## config.mk

```make
export PLATFORM = sky130hd
export DESIGN_NAME = fir_filter_param
export DESIGN_NICKNAME = d
export VERILOG_FILES = /design/src/rtl/fir_pkg.sv /design/src/rtl/fir_tap_line.sv /design/src/rtl/fir_filter_param.sv
export SDC_FILE = /design/constraint.sdc
export NUM_CORES = 1
export LEC_CHECK = 0
export CORE_MARGIN = 2
export CORE_UTILIZATION = 38
export CTS_CLUSTER_DIAMETER = 50
export CTS_CLUSTER_SIZE = 20
export DETAILED_ROUTE_END_ITERATION = 10
export GPL_TIMING_DRIVEN = 0
export PLACE_DENSITY = 0.54
export SLEW_MARGIN = 20
export SYNTH_ARGS = -nofsm -noshare
export SYNTH_HDL_FRONTEND = slang
export SYNTH_HIERARCHICAL = 1
export SYNTH_SLANG_ARGS = --single-unit
```

## constraint.sdc

```tcl
create_clock -name CLK -period 9.2 [get_ports CLK]
set_input_delay 2.76 -clock CLK [delete_from_list [all_inputs] [get_ports CLK]]
set_output_delay 2.76 -clock CLK [all_outputs]
set_load 0.02 [all_outputs]
```

## src/rtl/fir_pkg.sv

```systemverilog
// Shared helpers for the parametrised FIR filter.
// Accumulator sizing and default binomial coefficients.
package fir_pkg;

    localparam int MAX_TAPS = 16;

    // Wide enough that TAPS full-scale products never overflow.
    function automatic int acc_width(input int width,
                                     input int coef_width,
                                     input int taps);
        return width + coef_width + $clog2(taps);
    endfunction

    // Binomial C(taps-1, idx), clipped to the coefficient range.
    function automatic int default_coef(input int taps,
                                        input int idx,
                                        input int coef_width);
        int c;
        int lim;
        c = 1;
        for (int i = 0; i < idx; i++) begin
            c = c * (taps - 1 - i) / (i + 1);
        end
        lim = (coef_width >= 31) ? 32'h7fff_ffff
                                 : (1 << coef_width) - 1;
        return (c > lim) ? lim : c;
    endfunction

endpackage

```

## src/rtl/fir_tap_line.sv

```systemverilog
// Enable-gated sample delay line with sync reset.
// Ports: clk, rst, en (shift), din, taps (flat, tap 0 = newest).
module fir_tap_line #(
    parameter int WIDTH = 8,
    parameter int DEPTH = 2
) (
    input  logic                   clk,
    input  logic                   rst,
    input  logic                   en,
    input  logic [WIDTH-1:0]       din,
    output logic [DEPTH*WIDTH-1:0] taps
);

    logic [WIDTH-1:0] line_q [DEPTH];
    logic [WIDTH-1:0] line_d [DEPTH];

    always_comb begin
        line_d = line_q;
        if (en) begin
            line_d[0] = din;
            for (int k = 1; k < DEPTH; k++) begin
                line_d[k] = line_q[k-1];
            end
        end
    end

    always_ff @(posedge clk) begin
        if (rst) begin
            for (int k = 0; k < DEPTH; k++) begin
                line_q[k] <= '0;
            end
        end else begin
            line_q <= line_d;
        end
    end

    always_comb begin
        taps = '0;
        for (int k = 0; k < DEPTH; k++) begin
            taps[k*WIDTH +: WIDTH] = line_q[k];
        end
    end

endmodule

```

## src/rtl/fir_filter_param.sv

```systemverilog
// Streaming FIR: MAC + round (stage 1), shift + saturate (out).
// Ports: CLK, RST, in_valid/in_data, round_en, coef_we/idx/data, out_valid/out_data.
module fir_filter_param
    import fir_pkg::*;
#(
    parameter int WIDTH      = 8,
    parameter int TAPS       = 3,
    parameter int COEF_WIDTH = 4,
    parameter int SHIFT      = 2
) (
    input  logic                  CLK,
    input  logic                  RST,
    input  logic                  in_valid,
    input  logic [WIDTH-1:0]      in_data,
    input  logic                  round_en,
    input  logic                  coef_we,
    input  logic [3:0]            coef_idx,
    input  logic [COEF_WIDTH-1:0] coef_data,
    output logic                  out_valid,
    output logic [WIDTH-1:0]      out_data
);

    localparam int ACC_W = acc_width(WIDTH, COEF_WIDTH, TAPS);
    localparam int DEPTH = TAPS - 1;
    localparam int RSH   = (SHIFT > 0) ? SHIFT - 1 : 0;
    // Half an LSB of the shifted result; zero when nothing is shifted out.
    localparam logic [ACC_W-1:0] RND = ACC_W'(SHIFT > 0) << RSH;

    logic [DEPTH*WIDTH-1:0] taps;
    logic [WIDTH-1:0]       x [TAPS];

    logic [COEF_WIDTH-1:0]  coef_q [TAPS];
    logic [COEF_WIDTH-1:0]  coef_d [TAPS];

    logic [ACC_W-1:0]       acc;
    logic [ACC_W-1:0]       shifted;
    logic [ACC_W-1:0]       s1_acc_q, s1_acc_d;
    logic                   s1_valid_q, s1_valid_d;
    logic [WIDTH-1:0]       out_data_q, out_data_d;
    logic                   out_valid_q, out_valid_d;

    fir_tap_line #(
        .WIDTH (WIDTH),
        .DEPTH (DEPTH)
    ) u_tap_line (
        .clk  (CLK),
        .rst  (RST),
        .en   (in_valid),
        .din  (in_data),
        .taps (taps)
    );

    always_comb begin
        x[0] = in_data;
        for (int k = 1; k < TAPS; k++) begin
            x[k] = taps[(k-1)*WIDTH +: WIDTH];
        end
    end

    // Uses the registered coefficients, so a same-edge write
    // only affects the following sample.
    always_comb begin
        acc = '0;
        for (int k = 0; k < TAPS; k++) begin
            acc = acc + ACC_W'(coef_q[k]) * ACC_W'(x[k]);
        end
        if (round_en) begin
            acc = acc + RND;
        end
    end

    always_comb begin
        coef_d = coef_q;
        for (int k = 0; k < TAPS; k++) begin
            if (coef_we && coef_idx == 4'(k)) begin
                coef_d[k] = coef_data;
            end
        end
    end

    always_comb begin
        s1_valid_d = in_valid;
        s1_acc_d   = in_valid ? acc : s1_acc_q;
    end

    always_comb begin
        shifted     = s1_acc_q >> SHIFT;
        out_valid_d = s1_valid_q;
        out_data_d  = out_data_q;
        if (s1_valid_q) begin
            if (|shifted[ACC_W-1:WIDTH]) begin
                out_data_d = '1;
            end else begin
                out_data_d = shifted[WIDTH-1:0];
            end
        end
    end

    always_ff @(posedge CLK) begin
        if (RST) begin
            for (int k = 0; k < TAPS; k++) begin
                coef_q[k] <= COEF_WIDTH'(default_coef(TAPS, k, COEF_WIDTH));
            end
            s1_acc_q    <= '0;
            s1_valid_q  <= 1'b0;
            out_data_q  <= '0;
            out_valid_q <= 1'b0;
        end else begin
            coef_q      <= coef_d;
            s1_acc_q    <= s1_acc_d;
            s1_valid_q  <= s1_valid_d;
            out_data_q  <= out_data_d;
            out_valid_q <= out_valid_d;
        end
    end

    assign out_valid = out_valid_q;
    assign out_data  = out_data_q;

endmodule

```

---- Yosys cells after proc, flatten, opt, wreduce, memory -nomap -nowiden ----
Cells that the tools add are included.
word-level totals
  bits in registers ....................... 52
  latch bits .............................. 0
  RAM bits ................................ 0
  memory bits (read-only) ................. 0
  bits of input ports ..................... 21
  output and inout port bits .............. 9
  word-level logic and storage cells ...... 24
  memories kept ........................... 0
cells by class
  add/subtract/negate cells ............... 3
  multipliers ............................. 3
  div/mod/pow operators ................... 0
  magnitude comparators ................... 0
  equality and inequality tests ........... 2
  shift-type cells ........................ 0
  multiplexer cells ....................... 2
  bitwise logic cells ..................... 0
  reductions and logical operators ........ 5
operators with widths
  cell                                                             count
  4-bit by 8-bit multiplier with 12-bit output                     3
  13-bit by 12-bit adder with 14-bit output                        1
  14-bit by 2-bit adder with 14-bit output, second input constant  1
  14-bit 2-to-1 mux                                                1
  12-bit by 12-bit adder with 13-bit output                        1
  8-bit 2-to-1 mux                                                 1
  4-bit by 1-bit == test with 1-bit output, second input constant  1
  4-bit by 2-bit == test with 1-bit output, second input constant  1
  4-bit zero test                                                  1
  4-bit OR reduction                                               1
  1-bit logical AND                                                3

---- Longest topological paths before layout ----
  word-level depth ........................ 5
  depth in mapped cells ................... 20
  mapped depth without buffers ............ 18

---- Cells and area by module ----
The synthesis kept the hierarchy.
modules (own cells, without submodules)
  module            instances  cells each  area an instance (µm²)  sequential area each (µm²)
  fir_filter_param  1          522         4538.1                  680.7
  fir_tap_line      1          52          580.6                   320.3

---- Least setup slack after synthesis ----
Ideal clock, no wire load.
  path type ............................... input to register
  start point ............................. input port in_data[1]
  end point ............................... register s1_acc_q[13]
  library setup time ...................... 92 ps
  arrival ................................. 7587 ps
  required time ........................... 9108 ps
  slack ................................... 1521 ps
  stages on the path ...................... 17
  buffers on the path ..................... 0
  cells stage by stage .................... nand2_1 fa_1 fa_1 inv_1 fa_1 fa_1 inv_1 fa_1 inv_1 ha_1 and3_1 a221oi_1 xnor2_2 o311ai_1 or3_4 o311a_1 nor4_1
on the way
  word-level cells in the longest chain between the ends .. 5
RTL lines
  item                                            RTL line                 source
  from (decl)                                     fir_filter_param.sv:14   input logic [WIDTH-1:0] in_data,
  4-bit by 8-bit multiplier with 12-bit output *  fir_filter_param.sv:65   acc = acc + ACC_W'(coef_q[k]) * ACC_W'(x[k]);
  12-bit by 12-bit adder with 13-bit output *     fir_filter_param.sv:65
  13-bit by 12-bit adder with 14-bit output *     fir_filter_param.sv:65
  14-bit by 2-bit adder with 14-bit output        fir_filter_param.sv:68   acc = acc + RND;
  14-bit 2-to-1 mux *                             fir_filter_param.sv:67   if (round_en) begin
  to (signal assigned)                            fir_filter_param.sv:104  s1_acc_q <= '0;
  to (signal assigned)                            fir_filter_param.sv:110  s1_acc_q <= s1_acc_d;
  to (decl)                                       fir_filter_param.sv:37   logic [ACC_W-1:0] s1_acc_q, s1_acc_d;
Every way passes the cells marked *; elsewhere a longest branch is shown, timed or not.
A chain may end at the register's enable or synchronous reset.

---- Worst setup path after layout ----
Same ends and word-level chain as after synthesis.

==> impl_metrics.toml <==
[global_route]
global_route_usage_over_all_layers_pct = 17.1
first_global_vias = 4036
antenna_found_initial = 0
met2_track_demand_over_resource_pct = 28.5
grt-busiest-layer = "met2"
wire_length_of_the_first_global_routing_pass_um = 19500
use_met1_pct = 23.2
gr-total-overflow = 0
grt_max_degree = 14
global_route.usage.met3_pct = 1.95

[clocking]
tritoncts = "done"
cts_max_level = 2
cts-root-to-sink-buffers = 2
worstSkewPairLatency_ns = 0.29
cts.reportedPaths.clkPinSlew_ns = 0.06
cts_root_buffer = "clkbuf_16"
cts.repair.resized = 0
cts_inserted_buffers = 5
holdBufCountCts = 0
cts_setup_buffers = 0
numClockSinks = 50

[timing]
final_max_slew_viol_count = 0
worst-slew-pin-transition_ns = 0.707
achievable-frequency_mhz = 120
max_transition_margin_pct = 52.5
hold_violations = 0
setup_slack_ns = 0.874
final_count_of_negative_setup_slack_endpoints = 0
setup_total_negative_slack_ns = 0
clock_skew_ns = 0.00543
final_period_minus_worst_setup_slack_ns = 8.33
rsz0062_at_grt = "no"
fin_crit_sh_pct = 90.5

[setup_path]
path_max_fanout = 5
worst_ep_required_time_ns = 9.40
crit_type = "in2reg"
ff2ff_path_depth = 18
timing.critical_path.arrival_ns = 8.53
setup.worst_path.start_class = "primary input"
cp-end-kind = "flip-flop"

[finish]
filler_cell_count = 1321
diodes = 0
syn2layout_area_growth_pct = 12.3
final_design_instance_area_without_fill_um2 = 5750
number_of_nets_in_the_finished_design = 734
finalCoreUtilization_pct = 43.6
final_layout_size_suffix_gt1_share_pct = 2.97

[detailed_routing]
routed-via-count = 3783
drt_pass1_iterations = 4
viasPerCell = 4.83
post_drt_wl_per_cell_um = 13.9
drtAntennaViolNets = 0
detail_route.drc_violations = 0
drtIter0Drc = 210
wirelength_um = 10900

[logic_synthesis]
post-synth-top-area-fraction_pct = 28.6
synth_seq_area_share_pct = 19.6
synth_net_count = 700
synth-edff-count = 0
synth_top_area_cell = "fa_1"
postSynth.topFlopCell = "dfxtp_1"
syn_avg_cell_area_um2 = 8.92
number_of_library_cell_types_mapped_by_synthesis = 48
post_synth_inst_count = 574
netlist_area_um2 = 5120
synth_top_cells_by_area = "fa_1 29%, dfxtp_1 20%, ha_1 7.8%"
yosys_register_bits = 50
postSynth.asyncResetShare_pct = 0
synth.yosys.warnings = 6

[floorplan]
initial_utilization_pct = 38.8
core.rowCount = 42
ioPinCount = 30
dieWidth_um = 120
die_area_um2 = 14400
coreArea_um2 = 13200
chipHeight_um = 120

[hold_path]
type_of_the_most_critical_hold_path = "reg2reg"
holdPathStages = 2

[power]
design_power_total_uw = 599
power.leakage_nw = 2.70
powerDensity_nw_per_um2 = 104
ir_drop_mv = 0.0657

[place]
place.gp.congestion = 0.762
buffer_ports.inserted = 27
place_ws_ns = 0.511
post_dp_cell_area_um2 = 5610
dpl.hpwl_um = 9150

[run]
max_cap_viol_count = 0

[status]
status = "finished, final reports clean"
-- cell usage after synthesis, types with 9 or more instances --
library cell  instances
ha_1                 32
fa_1                 73
nand2_1              62
xor2_1                9
and2_1               45
inv_1               100
a211oi_1              9
nor2_1               64
clkbuf_1             15
mux2i_1              28
dfxtp_1              50
nor3_1               11
-- placed cells by master, fill, tap and decap left out, types with 9 or more instances in the layout --
cell             netlist  routed
a211oi_1               9       9
and2_1                45      45
clkbuf_1              15      15
clkdlybuf4s50_1        0      27
dfxtp_1               50      50
fa_1                  73      73
ha_1                  32      32
inv_1                100     100
mux2i_1               28      28
nand2_1               62      62
nor2_1                64      64
nor3_1                11      11
xor2_1                 9       9
-- cell type report --
type                       instances  area (µm²)  area share [%]
multi-input combinational        403        3640            63.3
sequential                        50        1000            17.4
inverter                         100         375            6.53
timing repair buffer              27         270            4.70
tap                              176         220            3.83
clock buffer                       6         139            2.42
buffer                            21         106            1.85
-- path summary, 6_finish.rpt --
path / startpoint / endpoint / slack (ns)
worst max-delay path: in_data[1] / s1_acc_q[13] / 0.87
worst min-delay path: s1_acc_q[9] / s1_acc_q[9] / 0.47
worst max register to register: coef_q[1] / s1_acc_q[13] / 3.23
worst min register to register: s1_acc_q[9] / s1_acc_q[9] / 0.47
-- power breakdown --
group	switching (mW)	internal, mW
sequential	0.0109	0.230
clock	0.0763	0.105
combinational	0.0987	0.0782
-- cell families (layout without fill, tap and decap cells) --
group	after synthesis	count (layout)	share of synthesized area, %
and+or+nand+nor	215	215	20.4
buffers and inverters	121	154	9.41
DFF	50	50	19.6
AOI/OAI and AO/OA	41	41	6.21
muxes	28	28	5.48
xor gates and xnor gates	14	14	2.54
adders and majority gates	105	105	36.4
-- per-layer routing --
| metal | up-vias | part of all wire [%] |
|---|---|---|
| met4 | 0 | 2.3 |
| met2 | 61 | 48 |
| met3 | 12 | 3.1 |
| met1 | 1856 | 47 |
| met5 | - | 0 |
| li1 | 1854 | - |
-- state kept, by name, summed over array words and instances (netlist names) --
name	count
s1_acc_q	12
out_valid_d	1
coef_q	12
u_tap_line/taps	16
out_valid	1
out_data	8
-- through the flow --
stage,cells,hold WS [ns]
2_1_floorplan,574,0.446
3_3_place_gp,777,0.464
3_5_place_dp,777,0.465
6_report,783,0.472
4_1_cts,783,0.475
5_1_grt,783,0.504
-- critical path, stage by stage --
cell             delay (ns)
clkdlybuf4s50_1        0.62
nand2_1                0.11
fa_1                   0.48
fa_1                   0.53
inv_1                  0.05
fa_1                   0.48
fa_1                   0.55
inv_1                  0.05
fa_1                   0.53
inv_1                  0.04
ha_1                   0.34
and3_1                 0.22
a221oi_1               0.42
xnor2_2                0.20
o311ai_1               0.21
or3_4                  0.42
o311a_1                0.30
nor4_1                 0.23
Note: power is estimated with default switching activity, not from simulation.
